`src/rtl/decode_issue.sv`:
```
// Single-entry decode/issue stage with register scoreboard and per-channel routing.
// Optional build macro: DECODE_ISSUE_WB_BYPASS_EN (same-cycle writeback bypass into the hazard check).
module decode_issue #(
  parameter logic [2:0] p_tinyrv1    = 3'b111,
  parameter logic [2:0] p_isa_subset = p_tinyrv1,
  parameter int         p_num_pipes  = 1
) (
  input  logic                   clk,
  input  logic                   rst,
  input  logic [31:0]            F__inst,
  input  logic                   F__val,
  output logic                   F__rdy,
  output logic [3:0]             X__uop,
  output logic [4:0]             X__raddr0,
  output logic [4:0]             X__raddr1,
  output logic [4:0]             X__waddr,
  output logic                   X__wen,
  output logic [31:0]            X__imm,
  output logic                   X__op2_sel,
  output logic [p_num_pipes-1:0] X__val,
  input  logic [p_num_pipes-1:0] X__rdy,
  input  logic                   W__val,
  input  logic [4:0]             W__waddr,
  output logic                   illegal
);

  localparam int ISA_ADD  = 0;
  localparam int ISA_ADDI = 1;
  localparam int ISA_MUL  = 2;

  localparam logic [3:0] OP_NOP = 4'd0;
  localparam logic [3:0] OP_ADD = 4'd1;
  localparam logic [3:0] OP_MUL = 4'd2;

  localparam logic OP2_RF  = 1'b0;
  localparam logic OP2_IMM = 1'b1;

  localparam logic [6:0] OPC_OP    = 7'b0110011;
  localparam logic [6:0] OPC_OPIMM = 7'b0010011;

  localparam int CH_MUL = p_num_pipes - 1;

  function automatic logic signed [31:0] sext12(input logic signed [11:0] v);
    return {{20{v[11]}}, v};
  endfunction

  logic        valid_q;
  logic [31:0] inst_q;
  logic [31:0] pending_q;
  logic [31:0] pending_n;
  logic [31:0] pending_eff;
  logic        is_add;
  logic        is_addi;
  logic        is_mul;
  logic        legal;
  logic        hazard;
  logic        issue_ok;
  logic        fire;
  logic        drain;
  int          sel_ch;

  // Decode stage: payload is purely combinational from the held instruction
  always_comb begin
    is_add  = p_isa_subset[ISA_ADD] && (inst_q[6:0] == OPC_OP) &&
              (inst_q[14:12] == 3'b000) && (inst_q[31:25] == 7'b0000000);
    is_mul  = p_isa_subset[ISA_MUL] && (inst_q[6:0] == OPC_OP) &&
              (inst_q[14:12] == 3'b000) && (inst_q[31:25] == 7'b0000001);
    is_addi = p_isa_subset[ISA_ADDI] && (inst_q[6:0] == OPC_OPIMM) &&
              (inst_q[14:12] == 3'b000);
    legal   = is_add || is_addi || is_mul;

    X__uop     = is_mul ? OP_MUL : ((is_add || is_addi) ? OP_ADD : OP_NOP);
    X__raddr0  = inst_q[19:15];
    X__raddr1  = inst_q[24:20];
    X__waddr   = inst_q[11:7];
    X__wen     = legal;
    X__imm     = sext12(inst_q[31:20]);
    X__op2_sel = is_addi ? OP2_IMM : OP2_RF;
  end

  always_comb begin
`ifdef DECODE_ISSUE_WB_BYPASS_EN
    pending_eff = pending_q & ~(W__val ? (32'd1 << W__waddr) : 32'd0);
`else
    pending_eff = pending_q;
`endif
    hazard = pending_eff[X__raddr0] ||
             ((X__op2_sel == OP2_RF) && pending_eff[X__raddr1]) ||
             (X__wen && pending_eff[X__waddr]);
  end

  // Issue stage: route to one channel, drain on fire or illegal discard
  always_comb begin
    issue_ok = !rst && valid_q && legal && !hazard;
    sel_ch   = is_mul ? CH_MUL : 0;
    X__val   = '0;
    for (int i = 0; i < p_num_pipes; i++) begin
      X__val[i] = issue_ok && (i == sel_ch);
    end
    fire    = |(X__val & X__rdy);
    illegal = !rst && valid_q && !legal;
    drain   = fire || illegal;
    F__rdy  = !rst && (!valid_q || drain);
  end

  always_comb begin
    pending_n = pending_q;
    if (W__val) begin
      pending_n[W__waddr] = 1'b0;
    end
    if (fire && X__wen && (X__waddr != 5'd0)) begin
      pending_n[X__waddr] = 1'b1;
    end
    pending_n[0] = 1'b0;
  end

  always_ff @(posedge clk) begin
    if (rst) begin
      valid_q   <= 1'b0;
      pending_q <= '0;
    end else begin
      pending_q <= pending_n;
      if (F__val && F__rdy) begin
        valid_q <= 1'b1;
      end else if (drain) begin
        valid_q <= 1'b0;
      end
    end
  end

  always_ff @(posedge clk) begin
    if (F__val && F__rdy) begin
      inst_q <= F__inst;
    end
  end

endmodule

```
`config.mk`:
```
export PLATFORM = sky130hd
export DESIGN_NAME = decode_issue
export DESIGN_NICKNAME = d
export VERILOG_FILES = /design/src/rtl/decode_issue.sv
export SDC_FILE = /design/constraint.sdc
export NUM_CORES = 1
export LEC_CHECK = 0
export CAP_MARGIN = 20
export CORE_MARGIN = 2
export CORE_UTILIZATION = 46
export DETAILED_ROUTE_END_ITERATION = 7
export MAX_ROUTING_LAYER = met4
export PLACE_DENSITY = 0.89
export SKIP_CTS_REPAIR_TIMING = 1
export SLEW_MARGIN = 20
export SYNTH_ARGS = -nofsm -noshare
export SYNTH_HDL_FRONTEND = slang
export SYNTH_SLANG_ARGS = --single-unit
```
`constraint.sdc`:
```
create_clock -name clk -period 4.4 [get_ports clk]
set_input_delay 0.44 -clock clk [delete_from_list [all_inputs] [get_ports clk]]
set_output_delay 0.44 -clock clk [all_outputs]
set_load 0.01 [all_outputs]
```
### Yosys cells after proc, flatten, opt, wreduce, memory -nomap -nowiden

Index checks and enable logic that the tools add are counted.
W data, S select, Z words.

| operators by class | value |
|---|---|
| order comparisons | 6 |
| equal/unequal tests | 3 |
| multiplexer cells | 17 |
| bitwise gates (word level) | 5 |
| reduce and logical (&&, ||, !) cells | 30 |

Operator list:

| operator | number |
|---|---|
| $mux W32 | 2 |
| $and A32 B32 Y32 | 1 |
| $not A32 Y32 | 1 |
| $or A32 B32 Y32 | 1 |
| $lt A5 B6 Y1 const B | 4 |
| $logic_and A1 B1 Y1 | 16 |
| $bmux W1 S5 | 3 |
| $demux W1 S5 | 2 |
| $ge A5 B1 Y1 const B | 2 |
| $mux W1 | 9 |
| $eq A7 B1 Y1 const B | 1 |
| $eq A7 B5 Y1 const B | 1 |
| $eq A7 B6 Y1 const B | 1 |
| $logic_not A7 Y1 | 1 |
| $logic_or A1 B1 Y1 | 6 |
| $reduce_bool A5 Y1 | 1 |
| $logic_not A1 Y1 | 4 |
| $logic_not A3 Y1 | 1 |
| $mux W2 | 1 |
| $reduce_bool A2 Y1 | 1 |
| $and A1 B1 Y1 | 1 |
| $not A1 Y1 | 1 |

| word-level totals | value |
|---|---|
| register bits after elaboration | 65 |
| logic and storage cells | 65 |

### Longest topological paths before layout

Gate-level depths: netlist (run 1).

| logic depth | value |
|---|---|
| depth after elaboration | 15 |
| mapped depth | 10 |
| gate-level depth less buffers | 6 |

### Worst setup path before layout (run 1)

OpenSTA, ideal clock, no wires.

| timing path | value |
|---|---|
| kind | register -> register |
| start | reg inst_q[7] |
| end | reg inst_q[0] (enable) |
| setup time | 424 ps |
| arrival | 3,733 ps |
| data required time | 3,976 ps |
| path slack | 243 ps |
| stages on the path, launching flop included | 10 |
| path through | edfxtp_1 buf_6 mux4_2 nor2_1 a211oi_1 o211a_1 or4b_1 buf_2 buf_6 o31ai_2 |

| on the way | value |
|---|---|
| word-level cells in the longest chain between the ends | 11 |

Ends and longest elaborated chain:

| item | RTL line | source |
|---|---|---|
| start, declared | 48 | `logic [31:0] inst_q;` |
| start signal, assigned | 133 | `inst_q <= F__inst;` |
| $bmux W1 S5 | 89 | `(X__wen && pending_eff[X__waddr]);` |
| $mux W1 (not written as such) | 89 |  |
| $logic_and A1 B1 Y1 | 89 |  |
| $logic_or A1 B1 Y1 | 88 | `((X__op2_sel == OP2_RF) && pending_eff[X__raddr1]) \|\|` |
| $logic_not A1 Y1 | 94 | `issue_ok = !rst && valid_q && legal && !hazard;` |
| $logic_and A1 B1 Y1 | 94 |  |
| $and A1 B1 Y1 | 100 | `fire = \|(X__val & X__rdy);` |
| $logic_or A1 B1 Y1 | 102 | `drain = fire \|\| illegal;` |
| $logic_or A1 B1 Y1 | 103 | `F__rdy = !rst && (!valid_q \|\| drain);` |
| $logic_and A1 B1 Y1 | 103 |  |
| $logic_and A1 B1 Y1 | 132 | `if (F__val && F__rdy) begin` |

Every way passes these cells. The select of a mux whose other input is x is not followed.
A chain may end at the register's enable or synchronous reset.

### Worst setup path after layout (run 1)

| timing path | value |
|---|---|
| start | reg inst_q[7] |
| end | out F__rdy |

| on the way | value |
|---|---|
| word-level cells in the longest chain between the ends | 10 |

Ends and longest elaborated chain:

| item | RTL line | source |
|---|---|---|
| $bmux W1 S5 | 89 |  |
| $mux W1 (not written as such) | 89 |  |
| $logic_and A1 B1 Y1 | 89 |  |
| $logic_or A1 B1 Y1 | 88 |  |
| $logic_not A1 Y1 | 94 |  |
| $logic_and A1 B1 Y1 | 94 |  |
| $and A1 B1 Y1 | 100 |  |
| $logic_or A1 B1 Y1 | 102 |  |
| $logic_or A1 B1 Y1 | 103 |  |
| $logic_and A1 B1 Y1 | 103 |  |
| end, declared | 12 | `output logic F__rdy,` |

Every way passes these cells. The select of a mux whose other input is x is not followed.

==> flow_summary.toml, run 1 <==
[outcome]
status = "completed"

[sta]
clock_skew_ns = 0.00839
fin_hold_ws_ns = 0.578
hold_violations = 0
setup_viol = 0
fmax_mhz = 255
min_period_over_period = 0.890
slew_headroom = 0.350
fin_crit_ns = 3.92
tns_ns = 0
slew_violations = 0
rsz0062_at_grt = "false"
tightest_slew_ns = 0.976
worst_slack_ns = 0.482

[cts]
cts_tree = "done"
clock-sinks = 64
h-tree-depth = 3
clock_latency_ns = 0.35
numCtsBuffers = 9
clk_root_buffer_cell = "clkbuf_8"
cts_buffer_depth = 2
path_clk_slew_ns = 0.07

[placement]
pre_cts_ws_ns = 0.831
gp_congestion = 0.979
io_buffers = 95
dp_hpwl_um = 7790

[yosys]
post-synth-top-count-cell = "buf_4"
netlist_area_um2 = 4150
yosysTopAreaCell = "edfxtp_1"
synthTopCellsByArea = "edfxtp_1 23%, dfxtp_1 15%, buf_4 9.0%"
syn_avg_cell_area_um2 = 10.3
synth_compound_area_frac = 0.149
synthArstFlopShare = 0
synth-xor-area-share = 0
netlist_top_cells_count = "50 x buf_4, 45 x nand2_1, 32 x dfxtp_1, 32 x edfxtp_1, 28 x o31ai_2"
synth_top_family_by_area = "simple AND/OR/NAND/NOR gates"
ys.flop_type = "edfxtp_1"
synth-simple-area-share = 0.207
synth_edf_count = 32
ys_seq_area_frac = 0.386
syn-instance-count = 402
yosys_warnings = 0
synth_fa_ha_area_frac = 0
ys_types = 48
synth.top_cell.area_share = 0.231
synth_seq_cells = 64
synth.mux.area_fraction = 0.128

[route]
vias = 3306
via_per_inst = 6.02
wire_per_inst_um = 19.4
dr.pass1.iters = 5
ant_nets = 0
drt-total-wl_um = 10700
drc = 0
drtIter0Drc = 359

[worst_setup_path]
rr_worst_depth = 8
r2r_end = "inst_q[10]$_DFFE_PP_"
r2r_start = "inst_q[7]$_DFFE_PP_"
cp.required_ns = 3.96
cp-startpoint = "inst_q[7]$_DFFE_PP_"
endpoint_kind = "primary output"
reg2reg_slack_ns = 0.77
endpoint = "F__rdy"
path_class = "flop to primary output"
critPathMaxFanout = 13
cp-start-kind = "flop"
arrival_ns = 3.48

[layout]
antenna_cells = 0
drive_gt1_frac = 0.156
area_growth_pct = 19.5
nets = 478

[global_routing]
grt_max_degree = 44
grt_pass1_vias = 3187
gr-total-overflow = 0
antenna_found_initial = 0
grt_pass1_wl_um = 17000
grt_use_total = 0.228

[floorplanning]
dieArea_um2 = 9800
num_rows = 34
boundaryPins = 98
dieWidth_um = 99
core-area_um2 = 8720
start_util = 0.476
die_h_um = 99

[power_and_ir_drop]
peakVddDrop_uv = 151
power_w = 0.00136
power-per-cell-area_nw_per_um2 = 275
p_leak_nw = 1.65

[job]
maxCapViolCount = 0

[worst_hold_path]
hp-class = "flop to flop"
## routing by layer
layer | global-route usage | vias to the layer above | routed length [um]
li1 | - | 1501 | -
met1 | 0.289 | 1595 | 4250
met2 | 0.346 | 185 | 5110
met3 | 0.0809 | 25 | 1110
met4 | 0.0685 | 0 | 202
met5 | - | - | 0
## logic make-up after synthesis
| family | count (synthesis) |
|---|---|
| muxes | 32 |
| and+or+nand+nor | 154 |
| AOI/OAI and AO/OA | 67 |
| buffers and inverters | 84 |
| DFF | 64 |
| other | 1 |
## report_power, final
part           leakage [nW]  internal [W]  switching (W)
Combinational         0.993      0.000102      0.0000964
Clock                0.0973      0.000262       0.000228
Sequential            0.560      0.000647      0.0000294
Total                  1.65       0.00101       0.000353
## worst max-delay path: stages (launching register included)
cell and delay [ns]:
edfxtp_1 0.69, mux4_1 0.62, o22ai_1 0.19, a211oi_1 0.08
o211a_1 0.24, or4b_1 0.57, o22ai_1 0.15, clkdlybuf4s50_1 0.58
## registers in the layout, summed over array words and instances (netlist names)
register	cells
valid_q	1
inst_q	32
pending_eff	31
## cell type report
class                   instances  area (um^2)
inverters                       7         26.3
flip-flops and latches         64         1600
clock buffers                  11          131
well taps                     108          135
repair buffers                 99          981
fillers                       686         3760
multi-input cells             255         2030
clock inverters                 5         57.6
## cell usage in the layout (no fill, tap or decap), drive strengths merged, types with 4 or more instances in the layout
cell	instances
clkdlybuf4s50	95
clkinv	4
o21ai	16
mux2i	13
nor3b	7
o31ai	32
inv	7
nand3b	24
nand3	11
mux4	16
nor3	10
nor2	10
nor2b	21
a21oi	4
clkbuf	11
edfxtp	32
nand2b	5
dfxtp	32
buf	4
nand2	45
## how the worst min path moves through the flow
stage | startpoint | endpoint | slack, ns | cells past startpoint
global route | pending_eff[9]$_SDFF_PP0_ | pending_eff[9]$_SDFF_PP0_ | 0.59 | 2
finish | pending_eff[9]$_SDFF_PP0_ | pending_eff[9]$_SDFF_PP0_ | 0.58 | 2
floorplan | pending_eff[2]$_SDFF_PP0_ | pending_eff[2]$_SDFF_PP0_ | 0.48 | 2
CTS | pending_eff[4]$_SDFF_PP0_ | pending_eff[4]$_SDFF_PP0_ | 0.56 | 2
global placement | pending_eff[9]$_SDFF_PP0_ | pending_eff[9]$_SDFF_PP0_ | 0.53 | 2
detailed placement | pending_eff[4]$_SDFF_PP0_ | pending_eff[4]$_SDFF_PP0_ | 0.55 | 2
## stage by stage
step	instances	utilization	instance area [um^2]
2_1_floorplan	403	-	4160
3_3_place_gp	533	0.547	4770
3_5_place_dp	533	0.547	4770
4_1_cts	549	0.569	4960
5_1_grt	549	0.569	4960
6_report	549	0.569	4960
(Power assumes the default switching activity.)
==> inputs of run 2 (changes only) <==
--- a/config.mk
+++ b/config.mk
@@ -9,7 +9,7 @@
 export CORE_MARGIN = 2
 export CORE_UTILIZATION = 46
 export DETAILED_ROUTE_END_ITERATION = 7
-export MAX_ROUTING_LAYER = met4
+export GPL_TIMING_DRIVEN = 0
 export PLACE_DENSITY = 0.89
 export SKIP_CTS_REPAIR_TIMING = 1
 export SLEW_MARGIN = 20
==> run 2 against run 1 <==
  * Non-clock buffer count rose by 74
  * Via count rose by 11%
  * Largest power group unchanged
  * Global-route usage up 0.80 points
  * Routed wire length increased by 9.0%
  * First-iteration DRC count up 4.2%
==> flow_summary.toml, run 2 (same netlist as run 1, synthesis figures left out) <==
[outcome]
status = "completed"

[global_routing]
top_usage_layer = "met2"
met1_usage = 0.306
use_met2 = 0.374
antenna_found_initial = 0
grt_util_met3 = 0.0418
grt_use_total = 0.236
grt_pass1_vias = 3476
gr-total-overflow = 0
grt_pass1_wl_um = 18100
grt_max_degree = 23

[floorplanning]
start_util = 0.476
num_rows = 34
core-area_um2 = 8720
boundaryPins = 98
dieArea_um2 = 9800
dieWidth_um = 99
die_h_um = 99

[layout]
final_common_cell = "clkdlybuf4s50_1"
largest_register_ffs = 32
antenna_cells = 0
regMostFlops = "inst_q"
drive_gt1_frac = 0.241
nets = 552
stdcell_count = 623
most-common-layout-cells = "95 x clkdlybuf4s50_1, 50 x buf_4, 45 x nand2_1"
area_growth_pct = 31.9
regArea_um2 = 1600
multiInputGateArea_um2 = 2030
fillerInstances = 659

[worst_setup_path]
arrival_ns = 3.68
cp-start-kind = "flop"
path_class = "flop to primary output"
r2r_start = "inst_q[17]$_DFFE_PP_"
cp-startpoint = "inst_q[17]$_DFFE_PP_"
cp.required_ns = 3.96
critPathMaxFanout = 10
endpoint_kind = "primary output"

[cts]
clock-sinks = 64
cts_buffer_depth = 2
clock_latency_ns = 0.36
path_clk_slew_ns = 0.07
clk_root_buffer_cell = "clkbuf_8"
h-tree-depth = 3
cts_tree = "done"
numCtsBuffers = 9

[route]
drc = 0
vias = 3659
dr.pass1.iters = 5
via_per_inst = 5.87
drt-total-wl_um = 11600
wire_per_inst_um = 18.7
ant_nets = 0
drtIter0Drc = 374

[placement]
io_buffers = 95
dp_cells = 607
dp_hpwl_um = 8770
pre_cts_ws_ns = 0.532
gp_congestion = 0.944

[worst_hold_path]
hp-start = "pending_eff[2]$_SDFF_PP0_"
hp-class = "flop to flop"

[sta]
worst_slack_ns = 0.275
fmax_mhz = 242
tightest_slew_ns = 0.981
fin_crit_ns = 4.12
slew_headroom = 0.341
hold_violations = 0
setup_viol = 0
slew_violations = 0
rsz0062_at_grt = "false"
clock_skew_ns = 0.0129
min_period_over_period = 0.937

[job]
maxCapViolCount = 0

[power_and_ir_drop]
p_leak_nw = 1.95
power-per-cell-area_nw_per_um2 = 267
peakVddDrop_uv = 176
-- run 2: changes by cell type in the layout (fill, tap and decap cells not counted), moves of 3 or more --
cell / previous run / this run
clkbuf_8: 9 / 12
buf_4: 4 / 50
buf_1: 0 / 3
clkbuf_1: 2 / 18
buf_6: 0 / 5
buf_2: 0 / 4
-- run 2: power by group --
group | switching (W) | internal (W)
sequential | 0.0000147 | 0.000647
clock | 0.000226 | 0.000309
combinational | 0.000125 | 0.000140
total | 0.000365 | 0.00110
-- run 2: worst max-delay path, stage by stage (launching register included) --
cell,delay (ns)
edfxtp_1,0.35
buf_2,0.20
clkbuf_1,0.36
mux4_2,0.37
o2111ai_1,0.21
nand4_1,0.18
or4b_1,0.54
buf_2,0.21
buf_6,0.18
o22ai_1,0.14
clkdlybuf4s50_1,0.58
-- run 2: stage by stage --
step                      total power (W)   util  setup TNS [ns]  hold slack (ns)  area (um^2)
after floorplan                  0.000812      -               0            0.477         4160
after global placement           0.000924  0.601          -11.88            0.529         5240
after detailed placement         0.000936  0.604               0            0.535         5270
after CTS                         0.00146  0.628               0            0.554         5480
after global routing              0.00150  0.628               0            0.589         5480
final                             0.00146  0.628               0            0.566         5480
-- run 2: worst paths after layout --
| kind | slack [ns] | depth (start not counted) | to |
|---|---|---|---|
| setup / recovery | 0.28 | 10 | F__rdy |
| hold / removal | 0.57 | 2 | pending_eff[2]$_SDFF_PP0_ |
| setup reg to reg | 0.49 | 10 | inst_q[31]$_DFFE_PP_ |
| hold reg to reg | 0.57 | 2 | pending_eff[2]$_SDFF_PP0_ |
-- run 2: routing by layer --
metal | wire (um) | share of wire
met2 | 5490 | 0.47
met4 | 395 | 0.034
met5 | 0 | 0
met1 | 4590 | 0.39
met3 | 1160 | 0.099
-- run 2: layout make-up --
cell class,instances,area share
Clock buffer,14,0.0315
Timing Repair Buffer,96,0.176
Buffer,77,0.0934
Clock inverter,2,0.00685
Tap cell,108,0.0247
Multi-Input combinational cell,255,0.371
Inverter,7,0.00480
Sequential cell,64,0.292
